`config.mk`:
```
export PLATFORM = sky130hd
export DESIGN_NAME = rr_bus_arbiter_fsm
export DESIGN_NICKNAME = d
export VERILOG_FILES = /design/src/rtl/rr_bus_arbiter_fsm.sv
export SDC_FILE = /design/constraint.sdc
export NUM_CORES = 1
export LEC_CHECK = 0
export BUFFER_PORTS_ARGS = -buffer_cell sky130_fd_sc_hd__buf_2
export CORE_ASPECT_RATIO = 1.1
export CORE_MARGIN = 1
export CORE_UTILIZATION = 35
export DETAILED_ROUTE_END_ITERATION = 12
export GPL_ROUTABILITY_DRIVEN = 1
export PLACE_DENSITY_LB_ADDON = 0.25
export SYNTH_ARGS = -nofsm -noshare
export SYNTH_HDL_FRONTEND = slang
export SYNTH_SLANG_ARGS = --single-unit
```
`constraint.sdc`:
```
create_clock -name clk_i -period 2.3 [get_ports clk_i]
set_input_delay 0.115 -clock clk_i [delete_from_list [all_inputs] [get_ports clk_i]]
set_output_delay 0.115 -clock clk_i [all_outputs]
set_load 0.05 [all_outputs]
```
`src/rtl/rr_bus_arbiter_fsm.sv`:
```
// rtl/rr_bus_arbiter_fsm.sv - registered round-robin bus arbiter with grant hold and preemption
// Owner keeps the bus until done, req drop or MAX_HOLD; every handover inserts one idle GAP cycle.
module rr_bus_arbiter_fsm #(
  parameter  int N        = 4,
  parameter  int MAX_HOLD = 4,
  localparam int ID_W     = $clog2(N),
  localparam int HOLD_W   = $clog2(MAX_HOLD + 1)
) (
  input  logic            clk_i,
  input  logic            rst_i,
  input  logic [N-1:0]    req_i,
  input  logic [N-1:0]    done_i,
  output logic [N-1:0]    grant_o,
  output logic            grant_valid_o,
  output logic [ID_W-1:0] grant_id_o,
  output logic            preempt_o
);

  typedef enum logic [1:0] {
    IDLE = 2'd0,
    BUSY = 2'd1,
    GAP  = 2'd2
  } state_e;

  state_e            state_q, state_d;
  logic [HOLD_W-1:0] hold_cnt_q, hold_cnt_d;
  logic [ID_W-1:0]   last_id_q, last_id_d;
  logic [ID_W-1:0]   grant_id_q, grant_id_d;
  logic [N-1:0]      grant_q, grant_d;
  logic              grant_valid_q, grant_valid_d;
  logic              preempt_q, preempt_d;

  logic [ID_W-1:0]   win_id;
  logic              owner_req;
  logic              owner_done;
  logic              at_limit;

  // Walk offsets from farthest to nearest so the nearest requester after last_id wins.
  function automatic logic [ID_W-1:0] rr_pick(input logic [N-1:0]    r,
                                              input logic [ID_W-1:0] last);
    logic [ID_W-1:0] pick;
    logic [ID_W-1:0] idx;
    pick = last;
    for (int k = N; k >= 1; k--) begin
      idx = ID_W'((int'(last) + k) % N);
      if (r[idx]) pick = idx;
    end
    return pick;
  endfunction

  assign win_id     = rr_pick(req_i, last_id_q);
  assign owner_req  = req_i[grant_id_q];
  assign owner_done = done_i[grant_id_q];
  assign at_limit   = (hold_cnt_q == HOLD_W'(MAX_HOLD - 1));

  always_ff @(posedge clk_i or posedge rst_i) begin
    if (rst_i) begin
      state_q       <= IDLE;
      hold_cnt_q    <= '0;
      last_id_q     <= ID_W'(N - 1);
      grant_id_q    <= '0;
      grant_q       <= '0;
      grant_valid_q <= 1'b0;
      preempt_q     <= 1'b0;
    end else begin
      state_q       <= state_d;
      hold_cnt_q    <= hold_cnt_d;
      last_id_q     <= last_id_d;
      grant_id_q    <= grant_id_d;
      grant_q       <= grant_d;
      grant_valid_q <= grant_valid_d;
      preempt_q     <= preempt_d;
    end
  end

  always_comb begin
    state_d       = state_q;
    hold_cnt_d    = hold_cnt_q;
    last_id_d     = last_id_q;
    grant_id_d    = grant_id_q;
    grant_d       = grant_q;
    grant_valid_d = grant_valid_q;
    preempt_d     = 1'b0;

    case (state_q)
      IDLE, GAP: begin
        if (|req_i) begin
          state_d       = BUSY;
          hold_cnt_d    = '0;
          last_id_d     = win_id;
          grant_id_d    = win_id;
          grant_d       = N'(1) << win_id;
          grant_valid_d = 1'b1;
        end else begin
          state_d       = IDLE;
          grant_d       = '0;
          grant_valid_d = 1'b0;
        end
      end

      BUSY: begin
        if (owner_done || !owner_req || at_limit) begin
          state_d       = GAP;
          hold_cnt_d    = '0;
          grant_d       = '0;
          grant_valid_d = 1'b0;
          // A forced release only when the owner still wanted the bus.
          preempt_d     = at_limit && owner_req && !owner_done;
        end else begin
          hold_cnt_d = hold_cnt_q + HOLD_W'(1);
        end
      end

      default: begin
        state_d       = IDLE;
        hold_cnt_d    = '0;
        grant_d       = '0;
        grant_valid_d = 1'b0;
      end
    endcase
  end

  always_comb begin
    grant_o       = grant_q;
    grant_valid_o = grant_valid_q;
    grant_id_o    = grant_id_q;
    preempt_o     = preempt_q;
  end

endmodule
```
==> results.py, run 1 <==
metrics = {
    "outcome": {
        "status": "finished clean",
    },
    "finish": {
        "areaGrowthSynthToFinish_pct": 21.7,
        "nNetsFinal": 98,
        "fill_cells": 206,
        "finalInstanceArea_sq_um": 871,
        "drive_above_1_share_pct": 29.4,
        "ff_latch_area_sq_um": 378,
        "multi_input_area_sq_um": 319,
        "antenna_cells": 0,
    },
    "timing": {
        "fin_ws_ps": 720,
        "hold_violations": 0,
        "period_needed_ps": 1580,
        "tightest_slew_ps": 653,
        "final.period_utilization_pct": 68.7,
        "rsz0062_at_grt": "no",
        "timing.slew.headroom_pct": 55.9,
        "setup_viol": 0,
        "setup-tns-final_ps": 0,
        "clock_skew_ps": 2.39,
        "clock.fmax_mhz": 633,
        "report.final.slew_viol_count": 0,
    },
    "die": {
        "rows": 16,
        "chipWidth_microns": 45.1,
        "die_area_sq_mm": 0.00223,
        "core_sq_mm": 0.00184,
        "die_y_microns": 49.4,
        "pin_count": 18,
        "start_util_pct": 38.9,
    },
    "placed_design": {
        "io_buffers": 17,
        "hpwlAfterDp_microns": 1010,
        "gp_congestion": 0.692,
        "dp_slack_ps": 730,
        "placed_cell_area_sq_um": 835,
    },
    "yosys": {
        "syn_avg_cell_area_sq_um": 11.4,
        "synth_top_cell_by_area": "dfrtp_1",
        "yosys_warnings": 0,
        "seq_area_frac_synth_pct": 52.8,
        "syn_nets": 75,
        "synth.most_common_cell": "dfrtp_1",
        "netlist.area_leader.share_pct": 45.5,
        "synth.area.top_cells": "dfrtp_1, dfstp_2, o2bb2ai_1",
        "syn_inst": 63,
        "syn-cell-area_sq_um": 716,
        "ys_ff_latch": 15,
        "yosys.cell_types.count": 24,
        "synthArstFlopShare_pct": 100,
        "ys.flop_type": "dfrtp_1",
        "ys_top_cells_by_count": "dfrtp_1, nor2_1, inv_1, nand2b_1",
        "synth_edf_count": 0,
    },
    "power_and_ir_drop": {
        "p_per_area_mw_per_mm2": 1330,
        "vdd_drop_max_mv": 0.657,
        "seqPwrFrac_pct": 39.1,
        "p_sw_mw": 0.550,
        "leakage_nw": 0.414,
        "swShare_pct": 47.5,
        "power.internal_mw": 0.609,
        "finalPower_mw": 1.16,
        "clock_power_share_pct": 12.5,
        "combPwrFrac_pct": 48.4,
    },
    "setup_path": {
        "worstPathRequired_ps": 2520,
        "cp-start-kind": "register",
        "path_buf_inv": 0,
        "slowest_delay_ps": 560,
        "critical_path_class": "reg -> reg",
        "cp.arrival_ps": 1800,
        "critPathSlowestCell": "mux4_2",
        "rr_startpoint": "grant_id_o[0]",
        "rr_worst_depth": 3,
        "worstReg2RegEnd": "hold_cnt_q[1]",
        "reg2reg_slack_ps": 720,
        "crit_fanout": 10,
        "crit_chain": "mux4_2 -> nor3_4 -> a22o_1",
        "critPathCaptureType": "register",
        "crit_family": "multiplexers",
    },
    "drt": {
        "final_antenna_net_count": 0,
        "first_pass_iters": 2,
        "drt_iter0_markers": 5,
        "avgViaCountPerCell": 4.89,
        "num_vias": 548,
        "route.detailed.drc": 0,
        "routed_wl_microns": 1330,
        "wire_per_inst_microns": 11.8,
    },
    "global_route": {
        "grt_start_max_net_pins": 16,
        "grt_pass1_wl_microns": 2280,
        "grt_overflow": 0,
        "grt_pass1_vias": 521,
        "grt.total_usage_pct": 14.7,
        "antenna_found_initial": 0,
    },
    "clocking": {
        "htreeDepth": 1,
        "cts_num_sinks": 15,
        "cts_root_buf": "clkbuf_4",
        "clk_latency_ps": 280,
        "cts_resized": 0,
        "cts_buffers": 3,
        "path_clk_slew_ps": 80,
        "clock_path_buffers": 2,
        "tritoncts": "done",
    },
    "job": {
        "drv_cap": 0,
    },
    "hold_path": {
        "whs_endpoint": "hold_cnt_q[2]",
        "whs_path_depth": 5,
        "min-delay-start": "req_i[2]",
        "worstHoldPathType": "in -> reg",
    },
}
[worst max-delay path by stage]
stage	start	endpoint	slack, ps	cells past startpoint
6_report	grant_id_o[0]	hold_cnt_q[1]	720	3
4_1_cts	grant_id_o[0]	hold_cnt_q[1]	710	3
3_5_place_dp	grant_id_o[0]	hold_cnt_q[2]	730	3
3_3_place_gp	grant_id_o[0]	hold_cnt_q[2]	770	3
5_1_grt	grant_id_o[0]	hold_cnt_q[2]	630	3
2_1_floorplan	grant_id_o[0]	hold_cnt_q[1]	500	3
[power groups by stage]
stage	clock network [mW]	logic, mW	registers [mW]
after floorplan	0	0.223	0.663
after global placement	0	0.557	0.455
after detailed placement	0	0.561	0.461
after CTS	0.154	0.565	0.455
after global routing	0.165	0.604	0.472
final	0.145	0.560	0.453
[state kept, by name (all words and copies together) (netlist names)]
name	cells
grant_o	4
hold_cnt_q	3
grant_id_o	2
last_id_q	2
state_q	2
grant_valid_o	1
preempt_o	1
[worst min-delay path, delay by kind of cell]
kind,cells,cell delay (ps)
AO/OA/AOI/OAI,1,170
AND/OR/NAND/NOR,3,200
buffers and inverters,1,100
[stage by stage]
step / utilization (%) / cells / hold WS [ps]
finish: 47.3 / 112 / 344
global route: 47.3 / 112 / 380
CTS: 47.3 / 112 / 337
detailed placement: 45.3 / 107 / 201
global placement: 45.3 / 107 / 190
floorplan: - / 63 / 15.0
[layout make-up]
type                       count  area share (%)
clock buffer                   4            3.02
tap                           27            3.88
inverter                       5            2.16
multi-input combinational     43            36.6
timing repair buffer          18            10.9
sequential                    15            43.4
[cell usage in the layout (no fill, tap or decap)]
cell	count
dfstp_2	2
ha_1	2
clkbuf_4	3
inv_1	5
nor2b_1	3
clkbuf_1	1
o211ai_1	1
dlygate4sd3_1	1
nor3b_1	1
buf_2	17
o21ai_0	4
mux4_2	1
a21oi_2	1
nand2b_1	5
nand3b_1	1
a22o_1	2
or2_1	1
a21o_1	1
nand2_1	1
o21a_1	1
nor3_4	1
o2bb2ai_1	4
nor2_1	6
o211a_1	1
mux2_1	1
dfrtp_1	13
o311ai_0	2
a21oi_1	3
[repair_timing]
action,CTS,global route
buffers inserted,0,0
hold endpoints to repair,13,0
setup endpoints to repair,0,0
hold buffers,1,0
[cell families after synthesis]
group | share of synthesized area, %
AO/OA/AOI/OAI | 20.5
AND/OR/NAND/NOR | 15.9
adder cells (fa/ha/maj) | 3.50
buffers and inverters | 2.62
flip-flops | 52.8
multiplexers | 4.72
[metal layers]
metal | up-vias | part of all wire, % | GRT usage (%)
met5 | - | 0 | 0
met4 | 0 | 3.2 | 10.6
met3 | 5 | 5.5 | 3.33
met2 | 18 | 41 | 18.8
met1 | 251 | 50 | 21.1
li1 | 274 | - | -
(Power assumes the default switching activity.)
==> run 2: changes to the inputs <==
Clock period 2.3 ns to 1.4 ns, I/O delays scaled along.
==> run 2 against run 1 <==
Against the previous run:
- the run now ends with negative setup slack left
- sequential power increased by 65%
- clock skew barely moved
- setup slack worse by 740 ps
- cell count is 5.4% higher
- highest routed layer unchanged
- count of clock-buffer cells in the layout did not move
- clock power up 68%
- worst hold slack got worse by 25 ps
- sequential share of layout area shrank 2.6 points
- combinational power up 91%
- power is 78% higher
- sequential cell count is the same
- first-iteration DRC count rose by 80%
==> results.py, run 2 (same netlist as run 1, synthesis figures left out) <==
metrics = {
    "timing": {
        "rsz0062_at_grt": "yes",
        "setup-tns-final_ps": -122,
        "hold_violations": 0,
        "tightest_slew_ps": 552,
        "fin_ws_ps": -22.7,
        "report.final.slew_viol_count": 0,
        "setup_viol": 7,
        "final.period_utilization_pct": 102,
        "clock.fmax_mhz": 703,
        "timing.slew.headroom_pct": 63.2,
        "period_needed_ps": 1420,
        "clock_skew_ps": 2.32,
    },
    "power_and_ir_drop": {
        "clock_power_share_pct": 11.8,
        "finalPower_mw": 2.06,
        "combPwrFrac_pct": 52.0,
        "p_per_area_mw_per_mm2": 2220,
        "p_sw_mw": 0.946,
        "leakage_nw": 0.447,
        "vdd_drop_max_mv": 1.09,
        "seqPwrFrac_pct": 36.2,
        "swShare_pct": 45.9,
        "power.internal_mw": 1.12,
    },
    "drt": {
        "drt_iter0_markers": 9,
        "wire_per_inst_microns": 12.7,
        "final_antenna_net_count": 0,
        "route.detailed.drc": 0,
        "avgViaCountPerCell": 4.90,
        "routed_wl_microns": 1500,
        "num_vias": 578,
        "first_pass_iters": 3,
    },
    "setup_path": {
        "crit_start": "grant_id_o[0]",
        "crit_fanout": 10,
        "endpoint": "grant_o[2]",
        "rr_startpoint": "grant_id_o[0]",
        "critPathCaptureType": "register",
        "reg2reg_slack_ps": -20,
        "cp-start-kind": "register",
        "worstReg2RegEnd": "grant_o[2]",
        "cp.arrival_ps": 1620,
        "critical_path_class": "reg -> reg",
        "worstPathRequired_ps": 1600,
        "rr_worst_depth": 4,
    },
    "die": {
        "die_y_microns": 49.4,
        "start_util_pct": 38.9,
        "rows": 16,
        "chipWidth_microns": 45.1,
        "pin_count": 18,
        "core_sq_mm": 0.00184,
        "die_area_sq_mm": 0.00223,
    },
    "global_route": {
        "grt_overflow": 0,
        "grt.total_usage_pct": 16.8,
        "grt_pass1_wl_microns": 2660,
        "antenna_found_initial": 0,
        "grt_pass1_vias": 589,
        "grt_start_max_net_pins": 16,
    },
    "job": {
        "drv_cap": 0,
    },
    "finish": {
        "areaGrowthSynthToFinish_pct": 29.9,
        "drive_above_1_share_pct": 35.2,
        "antenna_cells": 0,
        "ff_latch_area_sq_um": 379,
        "nNetsFinal": 104,
        "multi_input_area_sq_um": 319,
        "largest_reg_flops": 4,
        "final_common_cell": "buf_2",
        "mostFrequentLayoutCells": "buf_2, dfrtp_1, nor2_1",
        "fill_cells": 190,
    },
    "outcome": {
        "failed_checks": "negative setup slack",
        "status": "finished with violations",
    },
    "clocking": {
        "clock_path_buffers": 2,
        "cts_num_sinks": 15,
        "clk_latency_ps": 280,
        "tritoncts": "done",
        "cts_buffers": 3,
        "cts_root_buf": "clkbuf_4",
        "path_clk_slew_ps": 90,
        "htreeDepth": 1,
    },
    "placed_design": {
        "hpwlAfterDp_microns": 1120,
        "io_buffers": 17,
        "gp_congestion": 0.700,
    },
    "hold_path": {
        "worstHoldPathType": "in -> reg",
    },
}
-- run 2: worst min-delay path by stage --
stage	startpoint	end	cells after the start
2_1_floorplan	rst_i	grant_id_o[1]	1
6_report	req_i[2]	hold_cnt_q[1]	5
4_1_cts	req_i[2]	hold_cnt_q[1]	5
3_5_place_dp	rst_i	grant_valid_o	2
3_3_place_gp	rst_i	hold_cnt_q[0]	2
5_1_grt	done_i[2]	preempt_o	4
-- run 2: stage by stage --
| stage | setup WS [ps] | util [%] | cells | area, sq um | hold slack (ps) |
|---|---|---|---|---|---|
| after floorplan | -198 | - | 63 | 717 | -30.0 |
| after global placement | 6.89 | 48.5 | 113 | 893 | 142 |
| after detailed placement | -23.5 | 48.5 | 113 | 893 | 154 |
| after CTS | -52.9 | 50.5 | 118 | 930 | 315 |
| after global routing | -106 | 50.5 | 118 | 930 | 325 |
| final | -22.7 | 50.5 | 118 | 930 | 320 |
-- run 2: timing repair --
item | in CTS | in global routing
endpoints found under the setup margin | 10 | 13
hold buffers | 1 | 0
endpoints found under the hold margin | 13 | 0
resized for setup | 0 | 2
pin swaps | 0 | 0
buffers inserted | 0 | 0
-- run 2: area by class of cell --
class	instances	area share, %
sequential	15	40.8
multi-input combinational	43	34.3
tap	27	3.63
timing repair buffer	24	16.4
inverter	5	2.02
clock buffer	4	2.83
-- run 2: layer usage --
layer  vias to the layer above  global-route usage [%]  part of all wire, %
met1                       276                    21.9                   47
met5                         -                       0                    0
met2                        15                    26.3                   47
met3                         2                    2.22                  4.7
met4                         0                    9.09                  1.3
li1                        285                       -                    -
-- run 2: worst max-delay path, stage by stage (launching register included) --
cell       delay, ps
dfrtp_2          370
mux4_2           550
nor3_4           170
buf_12           140
o2bb2ai_1        110
-- run 2: power by group through the flow --
stage	combinational [mW]	sequential, mW	clock [mW]
floorplan	0.365	1.09	0
global placement	1.05	0.749	0
detailed placement	1.07	0.754	0
CTS	1.08	0.746	0.255
global route	1.17	0.777	0.279
finish	1.07	0.746	0.244
==> run 3: changes to the inputs <==
Settings changed: REMOVE_ABC_BUFFERS set to 1.
==> run 3 against run 2 <==
Against the previous run:
- core utilization grew 1.2 points
- the run still ends with negative setup slack left
- fmax shrank 1.9%
- power rose by 2.9%
- first-iteration DRC count rose by 56%
- sequential power increased by 0.9%
- global-route usage decreased by 0.76 points
- sequential cell count did not move
- critical path type unchanged
==> results.py, run 3 (same netlist as run 1, synthesis figures left out) <==
metrics = {
    "outcome": {
        "status": "finished with violations",
        "failed_checks": "negative setup slack",
    },
    "finish": {
        "largest_reg_flops": 4,
        "antenna_cells": 0,
        "mostFrequentLayoutCells": "buf_2, dfrtp_1, nor2_1, buf_4",
        "areaGrowthSynthToFinish_pct": 33.0,
        "nNetsFinal": 106,
        "fill_cells": 180,
        "final_common_cell": "buf_2",
        "drive_above_1_share_pct": 38.7,
        "post-route-util_pct": 51.7,
    },
    "setup_path": {
        "crit_family": "multiplexers",
        "cp-start-kind": "register",
        "critPathSlowestCell": "mux4_2",
        "slowest_delay_ps": 550,
        "worstPathRequired_ps": 1610,
        "crit_fanout": 5,
        "critical_path_class": "reg -> reg",
        "critPathCaptureType": "register",
        "path_buf_inv": 1,
        "cp.arrival_ps": 1660,
        "crit_chain": "mux4_2 -> nor3_4 -> buf_6 -> o2bb2ai_1",
    },
    "clocking": {
        "cts_buffers": 3,
        "path_clk_slew_ps": 90,
        "tritoncts": "done",
        "clk_latency_ps": 290,
        "cts_num_sinks": 15,
        "clock_path_buffers": 2,
        "cts_root_buf": "clkbuf_4",
        "htreeDepth": 1,
    },
    "die": {
        "pin_count": 18,
        "die_y_microns": 49.4,
        "chipWidth_microns": 45.1,
        "start_util_pct": 38.9,
        "rows": 16,
        "core_sq_mm": 0.00184,
        "die_area_sq_mm": 0.00223,
    },
    "global_route": {
        "grt_pass1_wl_microns": 2530,
        "antenna_found_initial": 0,
        "met3_usage_pct": 2.59,
        "grt.busiest_layer": "met2",
        "grt_start_max_net_pins": 16,
        "grtUsageMet1_pct": 20.4,
        "grt.total_usage_pct": 16.1,
        "grt_overflow": 0,
        "grt.met2_usage_pct": 24.4,
        "grt_pass1_vias": 589,
    },
    "timing": {
        "fin_ws_ps": -50.3,
        "clock_skew_ps": 3.65,
        "rsz0062_at_grt": "yes",
        "clock.fmax_mhz": 690,
        "timing.slew.headroom_pct": 63.0,
        "setup_viol": 10,
        "final.period_utilization_pct": 104,
        "tightest_slew_ps": 555,
        "period_needed_ps": 1450,
        "report.final.slew_viol_count": 0,
        "timing.hold.ws_ps": 302,
        "hold_violations": 0,
    },
    "placed_design": {
        "hpwlAfterDp_microns": 1090,
        "gp_congestion": 0.674,
        "dp_slack_ps": -71.4,
        "io_buffers": 17,
    },
    "hold_path": {
        "worstHoldPathType": "in -> reg",
    },
    "power_and_ir_drop": {
        "vdd_drop_max_mv": 1.58,
        "p_per_area_mw_per_mm2": 2230,
        "leakage_nw": 0.463,
    },
    "drt": {
        "routed_wl_microns": 1520,
        "avgViaCountPerCell": 4.90,
        "final_antenna_net_count": 0,
        "first_pass_iters": 4,
        "route.detailed.drc": 0,
        "num_vias": 588,
        "drt_iter0_markers": 14,
        "wire_per_inst_microns": 12.7,
    },
    "job": {
        "drv_cap": 0,
    },
}
[run 3: cell types whose count changed in the layout (fill, tap and decap cells not counted), sizes merged]
| cell | previous run | this run |
|---|---|---|
| buf | 23 | 25 |
| clkbuf | 4 | 3 |
| clkinv | 0 | 1 |
[run 3: final cells by class]
class	instances	area, sq um	area share, %
Sequential cell	15	378	39.7
Multi-Input combinational cell	43	332	34.8
Timing Repair Buffer	26	163	17.1
Tap cell	27	33.8	3.55
Clock buffer	3	22.5	2.37
Inverter	5	18.8	1.97
Clock inverter	1	5.00	0.526
[run 3: tightest hold or removal path: cells and delay by family]
| kind | cells | cell delay, ps |
|---|---|---|
| AND/OR/NAND/NOR | 3 | 210 |
| AO/OA/AOI/OAI | 1 | 170 |
| buffers and inverters | 1 | 100 |
[run 3: what timing repair did]
| action | in CTS | in global routing |
|---|---|---|
| hold endpoints to repair | 13 | 0 |
| gates cloned | 1 | 0 |
| setup endpoints to repair | 10 | 12 |
| hold buffers | 1 | 0 |
| resized for setup | 4 | 3 |
| pin swaps | 5 | 1 |
| setup buffers | 0 | 1 |
[run 3: per-layer routing]
layer,part of all wire [%],vias up,wire length [microns]
met1,49,278,747
li1,-,287,-
met4,2.7,0,41
met2,43,19,660
met5,0,-,0
met3,4.5,4,69
[run 3: report_power, final]
group | switching [mW] | total [mW] | leakage, nW | internal, mW
combinational | 0.722 | 1.12 | 0.257 | 0.396
clock | 0.145 | 0.252 | 0.0177 | 0.106
sequential | 0.127 | 0.753 | 0.188 | 0.626
[run 3: through the flow]
| stage | setup TNS (ps) | area, sq um | std cells | total power [mW] |
|---|---|---|---|---|
| 3_5_place_dp | -458 | 880 | 113 | 1.79 |
| 4_1_cts | -203 | 945 | 119 | 2.10 |
| 5_1_grt | -852 | 952 | 120 | 2.25 |
| 6_report | -299 | 952 | 120 | 2.12 |
| 2_1_floorplan | -3870 | 716 | 63 | 1.46 |
| 3_3_place_gp | -288 | 880 | 113 | 1.77 |
[run 3: final timing paths]
kind / start / slack, ps / endpoint / depth (start not counted)
max: grant_id_o[0] / -50 / grant_o[0] / 4
min: req_i[2] / 300 / hold_cnt_q[2] / 5
max reg2reg: grant_id_o[0] / -50 / grant_o[0] / 4
min reg2reg: grant_valid_o / 490 / grant_valid_o / 1
max in group asynchronous: rst_i / 670 / last_id_q[0] / 3
min in group asynchronous: rst_i / 360 / grant_o[3] / 3
